==> src/rtl/dmem_arbiter_if.sv <==
// Bundles the core, debug and dmem signals of the data-memory arbiter.
// No logic; the slave view is the arbiter, the master view is the requesters/dmem side.
// Flow control is a req/gnt handshake; requesters hold their request until granted.
interface dmem_arbiter_if #(
    parameter int AW = 32,
    parameter int DW = 32
);
    logic          c_req;
    logic          c_we;
    logic [AW-1:0] c_addr;
    logic [DW-1:0] c_wdata;
    logic          c_gnt;
    logic          c_rvalid;
    logic [DW-1:0] c_rdata;

    logic          d_req;
    logic          d_we;
    logic [AW-1:0] d_addr;
    logic [DW-1:0] d_wdata;
    logic          d_gnt;
    logic          d_rvalid;
    logic [DW-1:0] d_rdata;

    logic          m_we;
    logic [AW-1:0] m_addr;
    logic [DW-1:0] m_wdata;
    logic [DW-1:0] m_rdata;

    modport slave (
        input  c_req, c_we, c_addr, c_wdata,
        output c_gnt, c_rvalid, c_rdata,
        input  d_req, d_we, d_addr, d_wdata,
        output d_gnt, d_rvalid, d_rdata,
        output m_we, m_addr, m_wdata,
        input  m_rdata
    );

    modport master (
        output c_req, c_we, c_addr, c_wdata,
        input  c_gnt, c_rvalid, c_rdata,
        output d_req, d_we, d_addr, d_wdata,
        input  d_gnt, d_rvalid, d_rdata,
        input  m_we, m_addr, m_wdata,
        output m_rdata
    );
endinterface

==> src/rtl/dmem_arbiter.sv <==
// Shares one dmem port between core (C, priority) and debug (D, bounded starvation).
// Latency: req sampled in N -> gnt in N+1 -> rvalid/rdata in N+2; one access per 2 cycles.
// Backpressure: losing/waiting requester simply holds req; dropping req before gnt withdraws it.
module dmem_arbiter #(
    parameter int AW        = 32,
    parameter int DW        = 32,
    parameter int MAX_BURST = 4
) (
    input  logic           clk,
    input  logic           reset,
    dmem_arbiter_if.slave  bus
);

    localparam logic [3:0] MAX_CNT = 4'(MAX_BURST);

    typedef enum logic {IDLE, ACCESS} state_t;

    state_t        state_q, state_d;
    logic          sel_q;              // 0: core owns the slot, 1: debug
    logic [3:0]    starve_q, starve_d;
    logic          grant_c, grant_d;

    logic          m_we_q;
    logic [AW-1:0] m_addr_q;
    logic [DW-1:0] m_wdata_q;
    logic          c_gnt_q, d_gnt_q;
    logic          c_rvalid_q, d_rvalid_q;
    logic [DW-1:0] c_rdata_q, d_rdata_q;

    always_ff @(posedge clk or negedge reset) begin
        if (!reset) begin
            state_q  <= IDLE;
            starve_q <= '0;
            sel_q    <= 1'b0;
        end else begin
            state_q  <= state_d;
            starve_q <= starve_d;
            if (grant_c || grant_d)
                sel_q <= grant_d;
        end
    end

    always_comb begin
        state_d  = state_q;
        starve_d = starve_q;
        grant_c  = 1'b0;
        grant_d  = 1'b0;
        case (state_q)
            IDLE: begin
                if (bus.c_req && (!bus.d_req || starve_q != MAX_CNT))
                    grant_c = 1'b1;
                else if (bus.d_req)
                    grant_d = 1'b1;
                // Count only core wins that made a waiting debug request lose
                if (grant_c && bus.d_req)
                    starve_d = (starve_q == MAX_CNT) ? starve_q : starve_q + 4'd1;
                else
                    starve_d = '0;
                if (grant_c || grant_d)
                    state_d = ACCESS;
            end
            ACCESS:  state_d = IDLE;
            default: state_d = IDLE;
        endcase
    end

    always_ff @(posedge clk or negedge reset) begin
        if (!reset) begin
            m_we_q     <= 1'b0;
            m_addr_q   <= '0;
            m_wdata_q  <= '0;
            c_gnt_q    <= 1'b0;
            d_gnt_q    <= 1'b0;
            c_rvalid_q <= 1'b0;
            d_rvalid_q <= 1'b0;
            c_rdata_q  <= '0;
            d_rdata_q  <= '0;
        end else if (state_q == IDLE) begin
            c_rvalid_q <= 1'b0;
            d_rvalid_q <= 1'b0;
            c_gnt_q    <= grant_c;
            d_gnt_q    <= grant_d;
            if (grant_d) begin
                m_we_q    <= bus.d_we;
                m_addr_q  <= bus.d_addr;
                m_wdata_q <= bus.d_wdata;
            end else if (grant_c) begin
                m_we_q    <= bus.c_we;
                m_addr_q  <= bus.c_addr;
                m_wdata_q <= bus.c_wdata;
            end
        end else begin
            c_gnt_q <= 1'b0;
            d_gnt_q <= 1'b0;
            m_we_q  <= 1'b0;
            if (!m_we_q) begin
                if (sel_q) begin
                    d_rdata_q  <= bus.m_rdata;
                    d_rvalid_q <= 1'b1;
                end else begin
                    c_rdata_q  <= bus.m_rdata;
                    c_rvalid_q <= 1'b1;
                end
            end
        end
    end

    assign bus.m_we     = m_we_q;
    assign bus.m_addr   = m_addr_q;
    assign bus.m_wdata  = m_wdata_q;
    assign bus.c_gnt    = c_gnt_q;
    assign bus.d_gnt    = d_gnt_q;
    assign bus.c_rvalid = c_rvalid_q;
    assign bus.d_rvalid = d_rvalid_q;
    assign bus.c_rdata  = c_rdata_q;
    assign bus.d_rdata  = d_rdata_q;

endmodule

==> src/flat_wrapper.sv <==
// flat-port wrapper written by rule: the top's interface ports become plain ports
module dmem_arbiter_flat 
#(
    parameter int AW        = 32,
    parameter int DW        = 32,
    parameter int MAX_BURST = 4
)
  (clk, reset, bus_c_req, bus_c_we, bus_c_addr, bus_c_wdata, bus_c_gnt, bus_c_rvalid, bus_c_rdata, bus_d_req, bus_d_we, bus_d_addr, bus_d_wdata, bus_d_gnt, bus_d_rvalid, bus_d_rdata, bus_m_we, bus_m_addr, bus_m_wdata, bus_m_rdata);
  dmem_arbiter_if #(.AW(AW), .DW(DW)) bus_i ();
  input  logic clk;
  input  logic reset;
  input wire logic [$bits(bus_i.c_req)-1:0] bus_c_req;
  input wire logic [$bits(bus_i.c_we)-1:0] bus_c_we;
  input wire logic [$bits(bus_i.c_addr)-1:0] bus_c_addr;
  input wire logic [$bits(bus_i.c_wdata)-1:0] bus_c_wdata;
  output wire logic [$bits(bus_i.c_gnt)-1:0] bus_c_gnt;
  output wire logic [$bits(bus_i.c_rvalid)-1:0] bus_c_rvalid;
  output wire logic [$bits(bus_i.c_rdata)-1:0] bus_c_rdata;
  input wire logic [$bits(bus_i.d_req)-1:0] bus_d_req;
  input wire logic [$bits(bus_i.d_we)-1:0] bus_d_we;
  input wire logic [$bits(bus_i.d_addr)-1:0] bus_d_addr;
  input wire logic [$bits(bus_i.d_wdata)-1:0] bus_d_wdata;
  output wire logic [$bits(bus_i.d_gnt)-1:0] bus_d_gnt;
  output wire logic [$bits(bus_i.d_rvalid)-1:0] bus_d_rvalid;
  output wire logic [$bits(bus_i.d_rdata)-1:0] bus_d_rdata;
  output wire logic [$bits(bus_i.m_we)-1:0] bus_m_we;
  output wire logic [$bits(bus_i.m_addr)-1:0] bus_m_addr;
  output wire logic [$bits(bus_i.m_wdata)-1:0] bus_m_wdata;
  input wire logic [$bits(bus_i.m_rdata)-1:0] bus_m_rdata;
  assign bus_i.c_req = bus_c_req;
  assign bus_i.c_we = bus_c_we;
  assign bus_i.c_addr = bus_c_addr;
  assign bus_i.c_wdata = bus_c_wdata;
  assign bus_c_gnt = bus_i.c_gnt;
  assign bus_c_rvalid = bus_i.c_rvalid;
  assign bus_c_rdata = bus_i.c_rdata;
  assign bus_i.d_req = bus_d_req;
  assign bus_i.d_we = bus_d_we;
  assign bus_i.d_addr = bus_d_addr;
  assign bus_i.d_wdata = bus_d_wdata;
  assign bus_d_gnt = bus_i.d_gnt;
  assign bus_d_rvalid = bus_i.d_rvalid;
  assign bus_d_rdata = bus_i.d_rdata;
  assign bus_m_we = bus_i.m_we;
  assign bus_m_addr = bus_i.m_addr;
  assign bus_m_wdata = bus_i.m_wdata;
  assign bus_i.m_rdata = bus_m_rdata;
  dmem_arbiter #(.AW(AW), .DW(DW), .MAX_BURST(MAX_BURST)) u_core (.clk(clk), .reset(reset), .bus(bus_i));
endmodule
==> config.mk <==
export PLATFORM = sky130hd
export DESIGN_NAME = dmem_arbiter_flat
export DESIGN_NICKNAME = d
export VERILOG_FILES = /design/src/rtl/dmem_arbiter_if.sv /design/src/rtl/dmem_arbiter.sv /design/src/flat_wrapper.sv
export SDC_FILE = /design/constraint.sdc
export NUM_CORES = 1
export LEC_CHECK = 0
export ABC_AREA = 1
export ABC_CLOCK_PERIOD_IN_PS = 4400
export BUFFER_PORTS_ARGS = -buffer_cell sky130_fd_sc_hd__buf_2
export CAP_MARGIN = 15
export CORE_UTILIZATION = 40
export CTS_BUF_LIST = sky130_fd_sc_hd__clkbuf_4 sky130_fd_sc_hd__clkbuf_8
export CTS_CLUSTER_SIZE = 30
export DETAILED_ROUTE_END_ITERATION = 10
export PLACE_DENSITY = 0.7
export SYNTH_ARGS = -nofsm -noshare
export SYNTH_HDL_FRONTEND = slang
export SYNTH_SLANG_ARGS = --single-unit
==> constraint.sdc <==
create_clock -name clk -period 4.4 [get_ports clk]
set_input_delay 0.88 -clock clk [delete_from_list [all_inputs] [get_ports clk]]
set_output_delay 0.88 -clock clk [all_outputs]
set_load 0.02 [all_outputs]
Yosys cells after proc, flatten, opt, wreduce, memory -nomap -nowiden
Cells that the tools add are included.
{"block": "word_totals", "ff_bits": 139, "latch_bits": 0, "mem_bits_rw": 0, "mem_bits_ro": 0, "inputBits": 166, "wordCells": 62, "memories": 0}
{"block": "classes", "add_sub_neg": 1, "mul": 0, "div_mod_pow": 0, "order_cmp": 0, "n_eq_ne": 6, "n_shift": 0, "mux": 26, "bitwise_logic": 3, "n_reduce_logical": 14}
{"operator": "two-way mux 32 bit", "n": 4}
{"operator": "two-way mux 1 bit", "n": 19}
{"operator": "two-way mux 4 bit", "n": 2}
{"operator": "!= test 2 bit (second input constant)", "n": 4}
{"operator": "AND reduction 2 bit", "n": 4}
{"operator": "AND reduction 3 bit", "n": 2}
{"operator": "adder 4 x 1 -> 4 bit (second input constant)", "n": 1}
{"operator": "== test 4 x 3 -> 1 bit (second input constant)", "n": 1}
{"operator": "!= test 4 x 3 -> 1 bit (second input constant)", "n": 1}
{"operator": "logical OR 1 bit", "n": 3}
{"operator": "inverter 1 bit", "n": 3}
{"operator": "nonzero test 3 bit", "n": 1}
{"operator": "logical AND 1 bit", "n": 2}
{"operator": "one-hot mux 1 bit (2 select lines)", "n": 1}
{"operator": "nonzero test 2 bit", "n": 1}
{"operator": "zero test 1 bit", "n": 1}

Logic depth before layout (Yosys ltp)
{"block": "logic_depth", "depth_word": 9, "ltp_mapped": 12}

Least setup slack after synthesis
No wires, ideal clock.
{"block": "synth_path", "path_kind": "input to register", "from": "input bus_d_req", "to": "register u_core.m_addr_q[10], in the netlist u_core.bus.m_addr[10]", "setup_ns": 0.117, "arrival_ns": 1.651, "required_time_ns": 4.283, "setup_slack_ns": 2.632, "path_stages": 9, "n_path_buf": 1, "path_cell_list": "inv_2 -> nor2_1 -> nand2_1 -> nand2_2 -> nand2_2 -> clkbuf_1 -> nand2_1 -> nand3_1 -> nand2_1"}
{"block": "synth_via", "elab_chain_cells": 8}
{"item": "start: declaration", "line": "flat_wrapper.sv:19", "source": "input wire logic [$bits(bus_i.d_req)-1:0] bus_d_req;"}
{"item": "zero test 1 bit", "line": "dmem_arbiter.sv:50", "source": "if (bus.c_req && (!bus.d_req || starve_q != MAX_CNT))"}
{"item": "logical OR 1 bit", "line": "dmem_arbiter.sv:50"}
{"item": "logical AND 1 bit", "line": "dmem_arbiter.sv:50"}
{"item": "two-way mux 1 bit", "line": "dmem_arbiter.sv:50"}
{"item": "two-way mux 1 bit (2 in a row)", "line": "dmem_arbiter.sv:48", "source": "case (state_q)"}
{"item": "nonzero test 2 bit (no line)"}
{"item": "AND reduction 2 bit (no line)"}
{"item": "end signal: assignment", "line": "dmem_arbiter.sv:85", "source": "m_addr_q <= bus.d_addr;"}
{"item": "end signal: assignment", "line": "dmem_arbiter.sv:89", "source": "m_addr_q <= bus.c_addr;"}
{"item": "end: declaration", "line": "dmem_arbiter.sv:24", "source": "logic [AW-1:0] m_addr_q;"}
Parallel ways exist; a longest one is shown, timed or not. The select of a mux whose other input is x is not followed.
A chain may end at the register's enable or synchronous reset.

Worst setup path in the final report
{"block": "layout_path", "from": "register u_core.starve_q[1]", "to": "register u_core.m_wdata_q[25], in the netlist u_core.bus.m_wdata[25]"}
{"block": "layout_via", "elab_chain_cells": 8}
{"item": "start: declaration", "line": "dmem_arbiter.sv:20", "source": "logic [3:0] starve_q, starve_d;"}
{"item": "start signal: assignment", "line": "dmem_arbiter.sv:37", "source": "starve_q <= starve_d;"}
{"item": "!= test 4 x 3 -> 1 bit (*)", "line": "dmem_arbiter.sv:50"}
{"item": "logical OR 1 bit (*)", "line": "dmem_arbiter.sv:50"}
{"item": "logical AND 1 bit (*)", "line": "dmem_arbiter.sv:50"}
{"item": "two-way mux 1 bit", "line": "dmem_arbiter.sv:50"}
{"item": "two-way mux 1 bit (2 in a row)", "line": "dmem_arbiter.sv:48"}
{"item": "nonzero test 2 bit (no line)"}
{"item": "AND reduction 2 bit (no line)"}
{"item": "end signal: assignment", "line": "dmem_arbiter.sv:86", "source": "m_wdata_q <= bus.d_wdata;"}
{"item": "end signal: assignment", "line": "dmem_arbiter.sv:90", "source": "m_wdata_q <= bus.c_wdata;"}
{"item": "end: declaration", "line": "dmem_arbiter.sv:25", "source": "logic [DW-1:0] m_wdata_q;"}
Every way passes the cells marked *; elsewhere a longest branch is shown, timed or not. The select of a mux whose other input is x is not followed.

==> key figures <==
Critical path
  • WS Path Type: flip-flop to flip-flop
  • FF-to-FF setup slack: 2.16 ns
  • Crit path max-delay family: simple AND/OR/NAND/NOR gates
  • CP max FO: 45
  • CP startpoint kind: flip-flop
  • Critical Path, Cell by Cell: inv_1 -> ha_1 -> nand2_1 -> inv_1 -> nand2_1 -> nand2_2 -> nand2_2 -> buf_4 -> nand2_1 -> nand3_1 -> nand2_1
  • CP bufs+invs: 3
  • Slowest stage delay, CP: 0.61 ns
  • Required time of the worst setup path: 4.72 ns
  • Crit end category: flip-flop
  • Most frequent CP cell: nand2_1
  • Slowest stage cell, crit path: nand2_2
  • Arrival time of the worst setup path: 2.57 ns

Clocking
  • CTS tree: yes
  • Setup bufs post-CTS: 0
  • CTS sink cnt: 139
  • Deepest clock path buffer count: 2
  • # H-tree levels: 4
  • Post_cts resized: 0
  • CTS hold repair buffers: 0
  • Worst skew pair latency: 0.44 ns
  • Clock Tree Root: clkbuf_8
  • Num CTS Buffers: 17
  • Worst-path clk slew: 0.08 ns

Timing
  • Final Cycle Share: 51.0%
  • Max Slew Vio Count: 0
  • Final hold vios: 0
  • Max Freq: 0.446 GHz
  • Total negative slack: 0 ns
  • Worst Skew: 0.0124 ns
  • Unrepaired setup endpoints after global routing: no
  • Minimum clock period: 2.24 ns
  • Worst Tran Pin Value: 1.18 ns
  • Max-slew headroom: 20.9%
  • Setup-failing EPs final: 0

GRT
  • GR Util All Layers: 20.6%
  • Vias in the first global route: 5525
  • Pin count of the biggest net entering global routing: 87
  • First-pass GRT wire length: 26800 um
  • Initial antenna violation count: 1
  • Remaining Overflow, GRT: 0

Synthesis
  • XOR/XNOR share of the synthesized area: 0.269%
  • Cells after Synth: 844
  • Library cells used by synthesis: 20
  • Top-area cell type share of the netlist area: 53.4%
  • Top post-synthesis cells by count: 265 x nand2_1, 171 x inv_1, 139 x dfrtp_1
  • Yosys reg bits: 139
  • Count leader, synth: nand2_1
  • Main synth FF type: dfrtp_1
  • Post-synthesis net count: 1012
  • FFs w/ async S/R, synth: 100%
  • Largest family of logic cells by synthesized area: simple AND/OR/NAND/NOR gates
  • Post-synthesis mux area share: 0%
  • Simple-gate share of the synthesized area: 26.3%
  • Post-synth EDFFs: 0
  • Post-synthesis sequential area ratio: 53.4%
  • Synth area leader: dfrtp_1
  • Syn avg cell area: 7.72 um2
  • Mapped cell area: 6510 um2
  • Synth area leaders: dfrtp_1 53%, nand2_1 15%, nand3_1 10%
  • Yosys warning count: 0
  • Synth Area in Adders: 0.384%
  • Compound-Gate Fraction of Synth Area: 5.38%

Power
  • Peak VDD IR: 0.245 mV
  • Cell Pwr Density: 539 nW/um2
  • Net Sw Frac: 39.0%
  • Sw power: 0.00180 W
  • Logic pwr share: 34.2%
  • Internal power: 0.00281 W
  • Leak: 5.27 nW
  • Total power: 0.00461 W
  • Power share of the clock group: 25.1%
  • Register share of total power: 40.7%

Placed design
  • DP Wirelength: 12100 um
  • Port-buffer cells: 298
  • Gpl congestion: 0.806
  • Placed cell area: 8070 um2

Cells and area
  • Register area: 3480 um2
  • # nets final: 1287
  • Fill count: 1548
  • Ant. Diodes: 0
  • Share of layout cells above drive strength 1: 30.7%
  • Multi-input gate area: 2120 um2
  • Fin area: 8550 um2
  • P&R area growth vs syn: 31.4%

Outcome
  • Status: finished clean

Floorplan
  • DIE WIDTH: 130 um
  • Die height: 130 um
  • Core area: 15900 um2
  • Starting Density: 41.0%
  • Die ar.: 16800 um2
  • Site Rows: 46
  • I/O pin count: 299

Drt
  • Drt first pass iters: 5
  • WL per Instance: 13.0 um
  • DRC Markers: 0
  • Total number of vias: 6075
  • Post-Route WL: 17600 um
  • Iter 0 DRT Violations: 232
  • DR vias/cell: 4.51
  • Antenna Violating Nets Remaining: 0

Flow run
  • Max-cap viol count: 0

Hold path
  • Hold crit path type: flip-flop to flip-flop
worst paths after layout:
path | cells past startpoint | start | to
min in group asynchronous | 1 | reset | u_core.bus.d_rdata[3]
max reg2reg | 11 | u_core.starve_q[1] | u_core.bus.m_wdata[25]
max in group asynchronous | 2 | reset | u_core.bus.d_rdata[24]
max | 11 | u_core.starve_q[1] | u_core.bus.m_wdata[25]
min | 2 | u_core.bus.m_addr[21] | u_core.bus.m_addr[21]
min reg2reg | 2 | u_core.bus.m_addr[21] | u_core.bus.m_addr[21]
layout make-up:
class                           instances  area share (%)
Timing Repair Buffer                  306            18.5
Inverter                              174            7.63
Multi-Input combinational cell        481            24.8
Clock buffer                           17            2.74
Tap cell                              216            3.16
Clock inverter                         15            2.49
Sequential cell                       139            40.7
cell families (layout without fill, tap and decap cells):
logic type	count (synthesis)	after routing
fa+ha+maj	2	2
simple gates	408	408
xor+xnor	2	2
buf+inv	224	512
flops	139	139
compound gates	69	69
power by group through the flow:
stage / Sequential, W / Clock [W] / Combinational, W
2_1_floorplan: 0.00236 / 0 / 0.000485
5_1_grt: 0.00193 / 0.00124 / 0.00174
3_5_place_dp: 0.00190 / 0 / 0.00159
6_report: 0.00188 / 0.00116 / 0.00158
4_1_cts: 0.00188 / 0.00119 / 0.00159
3_3_place_gp: 0.00189 / 0 / 0.00156
worst reg2reg max path, stage by stage, from the launching register on:
cell and delay, ns:
dfrtp_1 0.38, inv_1 0.07, ha_1 0.18, nand2_1 0.06, inv_1 0.04, nand2_1 0.08
nand2_2 0.06, nand2_2 0.61, buf_4 0.41, nand2_1 0.09, nand3_1 0.08, nand2_1 0.08
per-stage QoR:
| stage | utilization, % | instances | setup slack [ns] | hold slack, ns |
|---|---|---|---|---|
| after floorplan | - | 844 | 2.63 | 0.520 |
| after global placement | 50.8 | 1314 | 1.78 | 0.458 |
| after detailed placement | 50.8 | 1314 | 1.71 | 0.460 |
| after CTS | 53.6 | 1346 | 2.13 | 0.481 |
| after global routing | 53.9 | 1348 | 1.96 | 0.497 |
| final | 53.9 | 1348 | 2.16 | 0.476 |
cell usage in the layout (no fill, tap or decap):
master      count
a21oi_1         1
clkinvlp_4      2
o22ai_1         1
clkinv_2        1
inv_2           3
clkbuf_8       17
bufinv_16       4
inv_8           1
nand3_1       133
o21ai_0        66
nand3_2         2
nor2_4          1
inv_6           4
xnor2_1         1
buf_6           1
buf_12          2
o21ai_4         1
buf_2         297
inv_1         171
nor2_1          5
nand2_2         2
ha_1            2
nand2_1       265
buf_4           6
dfrtp_1       139
clkinv_4        3
xor2_1          1
state kept, by name (all words and copies together), names as in the netlist:
signal and cells:
u_core.bus.d_gnt 1, u_core.bus.c_rdata 32, u_core.bus.c_gnt 1, u_core.sel_q 1
u_core.bus.d_rvalid 1, u_core.bus.m_wdata 32, u_core.state_q 1, u_core.bus.m_we 1
u_core.starve_q 4, u_core.bus.c_rvalid 1, u_core.bus.d_rdata 32, u_core.bus.m_addr 32
routing by layer:
layer	track usage [%]	vias up	part of all wire, %
met5	0	-	0
met4	7.73	0	1.7
met3	5.99	24	8.5
met2	33.9	252	47
met1	25.7	2707	43
li1	-	3092	-
(Power assumes the default switching activity.)
